## config.mk

```make
export PLATFORM = sky130hd
export DESIGN_NAME = fp_regfile_read_port
export DESIGN_NICKNAME = d
export VERILOG_FILES = /design/src/rtl/fp_regfile_read_port.sv
export SDC_FILE = /design/constraint.sdc
export NUM_CORES = 2
export LEC_CHECK = 0
export CELL_PAD_IN_SITES_DETAIL_PLACEMENT = 0
export CELL_PAD_IN_SITES_GLOBAL_PLACEMENT = 1
export CORE_ASPECT_RATIO = 0.8
export CORE_MARGIN = 2
export CORE_UTILIZATION = 40
export CTS_BUF_LIST = sky130_fd_sc_hd__clkbuf_16
export DETAILED_ROUTE_END_ITERATION = 6
export PLACE_DENSITY = 0.71
export SLEW_MARGIN = 20
export SYNTH_ARGS = -nofsm -noshare
export SYNTH_HDL_FRONTEND = slang
export SYNTH_SLANG_ARGS = --single-unit
```

## constraint.sdc

```tcl
create_clock -name clk -period 3.5 [get_ports clk]
set_input_delay 0.7 -clock clk [delete_from_list [all_inputs] [get_ports clk]]
set_output_delay 0.7 -clock clk [all_outputs]
set_load 0.05 [all_outputs]
```

## src/rtl/fp_regfile_read_port.sv

```systemverilog
// Two-operand read stage for the FPU register bank: storage, one writeback port,
// and a registered output stage with write bypass. Optional macro: FPU_REG0_ZERO_EN.
module fp_regfile_read_port #(
    parameter int DATA_W = 32,
    parameter int ADDR_W = 5
) (
    input  logic              clk,
    input  logic              rst_n,
    input  logic              wr_en,
    input  logic [ADDR_W-1:0] wr_addr,
    input  logic [DATA_W-1:0] wr_data,
    input  logic              req_valid,
    output logic              req_ready,
    input  logic [ADDR_W-1:0] req_rs,
    input  logic [ADDR_W-1:0] req_rt,
    output logic              out_valid,
    input  logic              out_ready,
    output logic [DATA_W-1:0] out_a,
    output logic [DATA_W-1:0] out_b,
    output logic [ADDR_W-1:0] out_rs,
    output logic [ADDR_W-1:0] out_rt
);
    localparam int DEPTH = 1 << ADDR_W;

    // Handshake: a request is accepted on a rising edge where req_valid && req_ready;
    // operands are consumed on a rising edge where out_valid && out_ready.
    logic [DATA_W-1:0] regs [DEPTH];
    logic              wr_hit;
    logic              accept;
    logic              hold;
    logic [DATA_W-1:0] rd_a;
    logic [DATA_W-1:0] rd_b;

    assign req_ready = !out_valid || out_ready;
    assign accept    = req_valid && req_ready;
    assign hold      = out_valid && !out_ready;

    always_comb begin
        wr_hit = wr_en;
`ifdef FPU_REG0_ZERO_EN
        // Index 0 is constant zero: a write to it is dropped everywhere.
        wr_hit = wr_en && (wr_addr != '0);
`endif
        rd_a = (wr_hit && wr_addr == req_rs) ? wr_data : regs[req_rs];
        rd_b = (wr_hit && wr_addr == req_rt) ? wr_data : regs[req_rt];
`ifdef FPU_REG0_ZERO_EN
        if (req_rs == '0) rd_a = '0;
        if (req_rt == '0) rd_b = '0;
`endif
    end

    always_ff @(posedge clk or negedge rst_n) begin
        if (!rst_n) begin
            for (int i = 0; i < DEPTH; i++) regs[i] <= '0;
        end else if (wr_hit) begin
            regs[wr_addr] <= wr_data;
        end
    end

    always_ff @(posedge clk or negedge rst_n) begin
        if (!rst_n) begin
            out_valid <= 1'b0;
            out_a     <= '0;
            out_b     <= '0;
            out_rs    <= '0;
            out_rt    <= '0;
        end else if (accept) begin
            out_valid <= 1'b1;
            out_a     <= rd_a;
            out_b     <= rd_b;
            out_rs    <= req_rs;
            out_rt    <= req_rt;
        end else if (hold) begin
            // Held operands track writeback so the consumer never sees stale data.
            if (wr_hit && wr_addr == out_rs) out_a <= wr_data;
            if (wr_hit && wr_addr == out_rt) out_b <= wr_data;
        end else if (out_valid && out_ready) begin
            out_valid <= 1'b0;
        end
    end
endmodule

```

# After elaboration in Yosys (flattened, before gate mapping)
# Cells that the tools add are included.
dict set report op_classes {
  order_cmp 4
  eq_ne 5
  mux 20
  bitwise 3
  n_reduce_logical 18
}
# cell count
set op_table {}
lappend op_table {{$bwmux W1024} 1}
lappend op_table {{$mux W32} 13}
lappend op_table {{$bmux W32 S5} 2}
lappend op_table {{$demux W32 S5} 1}
lappend op_table {{$eq A5 B5 Y1} 4}
lappend op_table {{$ge A6 B6 Y1 const B} 3}
lappend op_table {{$not A5 Y6} 3}
lappend op_table {{$logic_and A1 B1 Y1} 8}
lappend op_table {{$reduce_bool A2 Y1} 4}
lappend op_table {{$lt A6 B1 Y1 const B} 1}
lappend op_table {{$reduce_and A2 Y1} 3}
lappend op_table {{$mux W1} 3}
lappend op_table {{$logic_not A1 Y1} 2}
lappend op_table {{$ne A2 B2 Y1 const B} 1}
lappend op_table {{$logic_or A1 B1 Y1} 1}
dict set report word_totals {
  regBits 1099
  inputBits 52
  output_inout_bits 76
  wordCells 87
}

# Logic depth before layout (Yosys ltp)
dict set report depth {
  depth_word 6
  mapped_depth 8
}

# Worst setup path after synthesis
# Ideal clock, no wire load.
dict set report synth_path {
  path_type {in2reg}
  from {input out_ready}
  to {register out_a[11]}
  setup_ns 0.141
  t_arrival_ns 2.363
  required_ns 3.359
  setup_slack_ns 0.996
  path_stages 6
  path_cell_list {nand2b_1 -> nand2_1 -> a311oi_1 -> clkbuf_2 -> and3_2 -> a2111oi_4}
}
dict set report synth_between {
  elab_chain_len 4
  word_cells_on_any_way 8
  cone_classes {mux (1); reduce/logical (7)}
}
# element line
set synth_lines {}
lappend synth_lines {{start: declaration} 17} ;# input logic out_ready,
lappend synth_lines {{$logic_or A1 B1 Y1 or $logic_not A1 Y1 (tied branches)} {34, 36}}
lappend synth_lines {{$logic_and A1 B1 Y1, on equally long branches} {35, 36}}
lappend synth_lines {{$reduce_bool A2 Y1 (no line)} --}
lappend synth_lines {{$reduce_and A2 Y1 (no line)} --}
lappend synth_lines {{end signal: assignment} 69} ;# out_a <= rd_a;
lappend synth_lines {{end signal: assignment} 75} ;# if (wr_hit && wr_addr == out_rs) out_a <= wr_data;
lappend synth_lines {{end: declaration} 18} ;# output logic [DATA_W-1:0] out_a,
# Parallel ways exist; a longest one is shown, timed or not.
# A chain may end at the register's enable or synchronous reset.

# Final worst setup path
dict set report layout_path {
  from {input out_ready}
  to {output req_ready}
}
dict set report layout_between {
  elab_chain_len 1
}
# element line
set layout_lines {}
lappend layout_lines {{$logic_or A1 B1 Y1} 34} ;# assign req_ready = !out_valid || out_ready;
lappend layout_lines {{end: declaration} 13} ;# output logic req_ready,
# Every way passes these cells.

==> out/qor.yml <==
outcome:
  status: "completed"
cells_and_area:
  fillCellCount: 12339
  area_delta_synth_final_pct: 15.3
  layout_common_cells: "dfrtp_1 (1,099), nand2_1 (520), mux2_2 (512)"
  drive_gt1_share_pct: 35.9
  final_cells: 6260
  fin_util_pct: 46.6
  multi_input_area_sq_um: 27300
  layout_commonest_cell: "dfrtp_1"
  seqCellArea_sq_um: 27500
  finalNetCount: 4343
sta:
  slew_viol_final: 0
  rsz0062_at_grt: "no"
  hold_violations: 0
  worst_slew_pin_slew_ns: 0.842
  fin_crit_ns: 2.97
  whs_ns: 0.479
  fmax_ghz: 0.337
  fin_crit_sh_pct: 84.9
  fin_setup_tns_ns: 0
  finalSetupViolCount: 0
  max-slew-margin-rel_pct: 43.7
  fin_skew_ns: 0.0381
synthesis:
  synth_edf_count: 0
  synth_adder_area_share_pct: 0
  yosysSeqAreaShare_pct: 48.4
  synth_nets: 4267
  synth.distinct_cells: 48
  synth_compound_area_share_pct: 10.3
  synth-seq-cells: 1099
  synthCells: 4215
  syn_area_sq_um: 56900
  synth_xor_area_share_pct: 0.308
  ys.flop_type: "dfrtp_1"
  yosys-mux-area-fraction_pct: 30.6
  synth_top_family_by_area: "multiplexers"
  async_flop_share_pct: 100
  postSynthAreaPerCell_sq_um: 13.5
  yosys.area_share.simple_pct: 6.13
  synth_warnings: 0
floorplanning:
  dieHeight_um: 341
  io_pins: 128
  rows: 123
  die_w_um: 426
  dieArea_sq_um: 145000
  start_util_pct: 40.4
  core_sq_um: 141000
place:
  routabilityCongestion: 0.837
  hpwlAfterDp_mm: 117
  dp_cells: 6045
  numPortBuffers: 127
detailed_routing:
  vias: 38749
  avgViaCountPerCell: 6.19
  drtPass1Iterations: 5
  ant_nets: 0
  wl_per_cell_um: 30.0
  routed_wl_mm: 188
  drc_errors: 0
  first_iter_violations: 3791
clock_tree:
  clk_path_buf_depth: 3
  path_clk_slew_ns: 0.07
  cts_tree: "yes"
  cts_sinks: 1099
  root_buffer: "clkbuf_16"
  clkLatencyLatePin_ns: 0.75
  numCtsBuffers: 118
  htree_levels: 3
  cts_repair_resize_count: 0
pwr:
  power_w: 0.0382
  p_per_area_nw_per_um2: 582
  leakage_nw: 27.6
  ir_drop_uv: 393
setup_path:
  crit_fanout: 5
  cp.required_ns: 2.80
  path_class: "input pin to output port"
  end_kind: "output port"
  worst_setup_path_start_kind: "input pin"
  arrival_ns: 2.27
grt:
  grtUsageTotal_pct: 25.9
  overflow: 0
  grt_max_degree: 123
  antenna_found_initial: 5
  grt_first_pass_wirelength_mm: 275
  grt_pass1_vias: 38614
flow_run:
  cap_violations: 0
worst_hold_path:
  worstHoldPathType: "input pin to asynchronous set/reset pin"
-- state kept, by name, indices dropped and copies added (netlist names) --
name       cells
out_rt         5
regs        1024
out_valid      1
out_b         32
out_rs         5
out_a         32
-- metrics by stage --
stage	area, sq um	setup slack, ns
finish	65600	0.530
global placement	61500	0.231
global route	65600	0.461
floorplan	56900	0.996
detailed placement	61500	0.197
CTS	65600	0.522
-- Yosys cell counts (3+ instances only) --
master     instances  area (sq um)
nand2_1          529          1990
nor3b_2            3          37.5
buf_4             19           143
o21ai_1            8          40.0
buf_6             39           439
a22oi_1          256          1920
mux2_2           512          5770
a2111oi_2         32           480
and3_1           111           694
nor2_2             5          31.3
mux4_1             8           210
and3_4            17           191
clkbuf_2           7          35.0
buf_12             9           180
a2111oi_4         30           826
buf_8              6          90.1
nor2b_1            4          25.0
inv_1             32           120
nor2_1            80           300
nand3_1            6          30.0
and2_1             3          18.8
mux4_2           504         11400
dfrtp_1         1099         27500
buf_2            113           566
nand2_2            7          43.8
xor2_1             8          70.1
xnor2_1           12           105
o21ai_0          506          2530
nand3b_1           4          30.0
mux2_1             8          90.1
clkbuf_1         214           803
-- area by class of cell --
cell class | instances | area share [%]
Inverter | 32 | 0.183
Sequential cell | 1099 | 41.9
Antenna cell | 3 | 0.0114
Multi-Input combinational cell | 2673 | 41.6
Clock buffer | 119 | 4.54
Timing Repair Buffer | 367 | 6.48
Clock inverter | 92 | 1.63
Tap cell | 1875 | 3.58
-- repair_timing --
| item | CTS | global route |
|---|---|---|
| hold buffers | 1 | 0 |
| endpoints found under the hold margin | 26 | 0 |
| setup endpoints to repair | 0 | 0 |
| buffers inserted | 0 | 0 |
-- routing by layer --
| metal | vias up | share of wire [%] | track usage (%) |
|---|---|---|---|
| li1 | 16127 | - | - |
| met1 | 20642 | 45 | 38.7 |
| met2 | 1662 | 45 | 38.5 |
| met3 | 316 | 7.7 | 4.82 |
| met4 | 2 | 3.1 | 7.81 |
| met5 | - | 0.0069 | 0 |
-- cell families (layout without fill, tap and decap cells) --
kind of cell / after synthesis / after routing
AOI/OAI and AO/OA: 840 / 840
xor gates and xnor gates: 20 / 20
buffers and inverters: 443 / 610
DFF: 1099 / 1099
muxes: 1032 / 1032
other: 0 / 3
and+or+nand+nor: 781 / 781
-- worst max-delay path, stage by stage --
cell and delay, ns:
clkdlybuf4s50_1 0.47, nand2b_1 0.23, clkdlybuf4s50_1 0.87
-- report_power, final --
group          switching [W]  internal (W)  total, W
logic                0.00361       0.00424   0.00785
clock network        0.00543       0.00784    0.0133
registers            0.00192        0.0151    0.0171
-- worst paths after layout --
kind | depth (start not counted) | end | from | slack, ns
setup / recovery | 3 | req_ready | out_ready | 0.53
hold / removal | 2 | regs[733] | rst_n | 0.48
setup reg to reg | 7 | out_b[8] | out_valid | 1.21
hold reg to reg | 2 | regs[798] | regs[798] | 0.50
max in group asynchronous | 4 | regs[178] | rst_n | 1.67
min in group clk | 2 | regs[798] | regs[798] | 0.50
(Power assumes the default switching activity.)
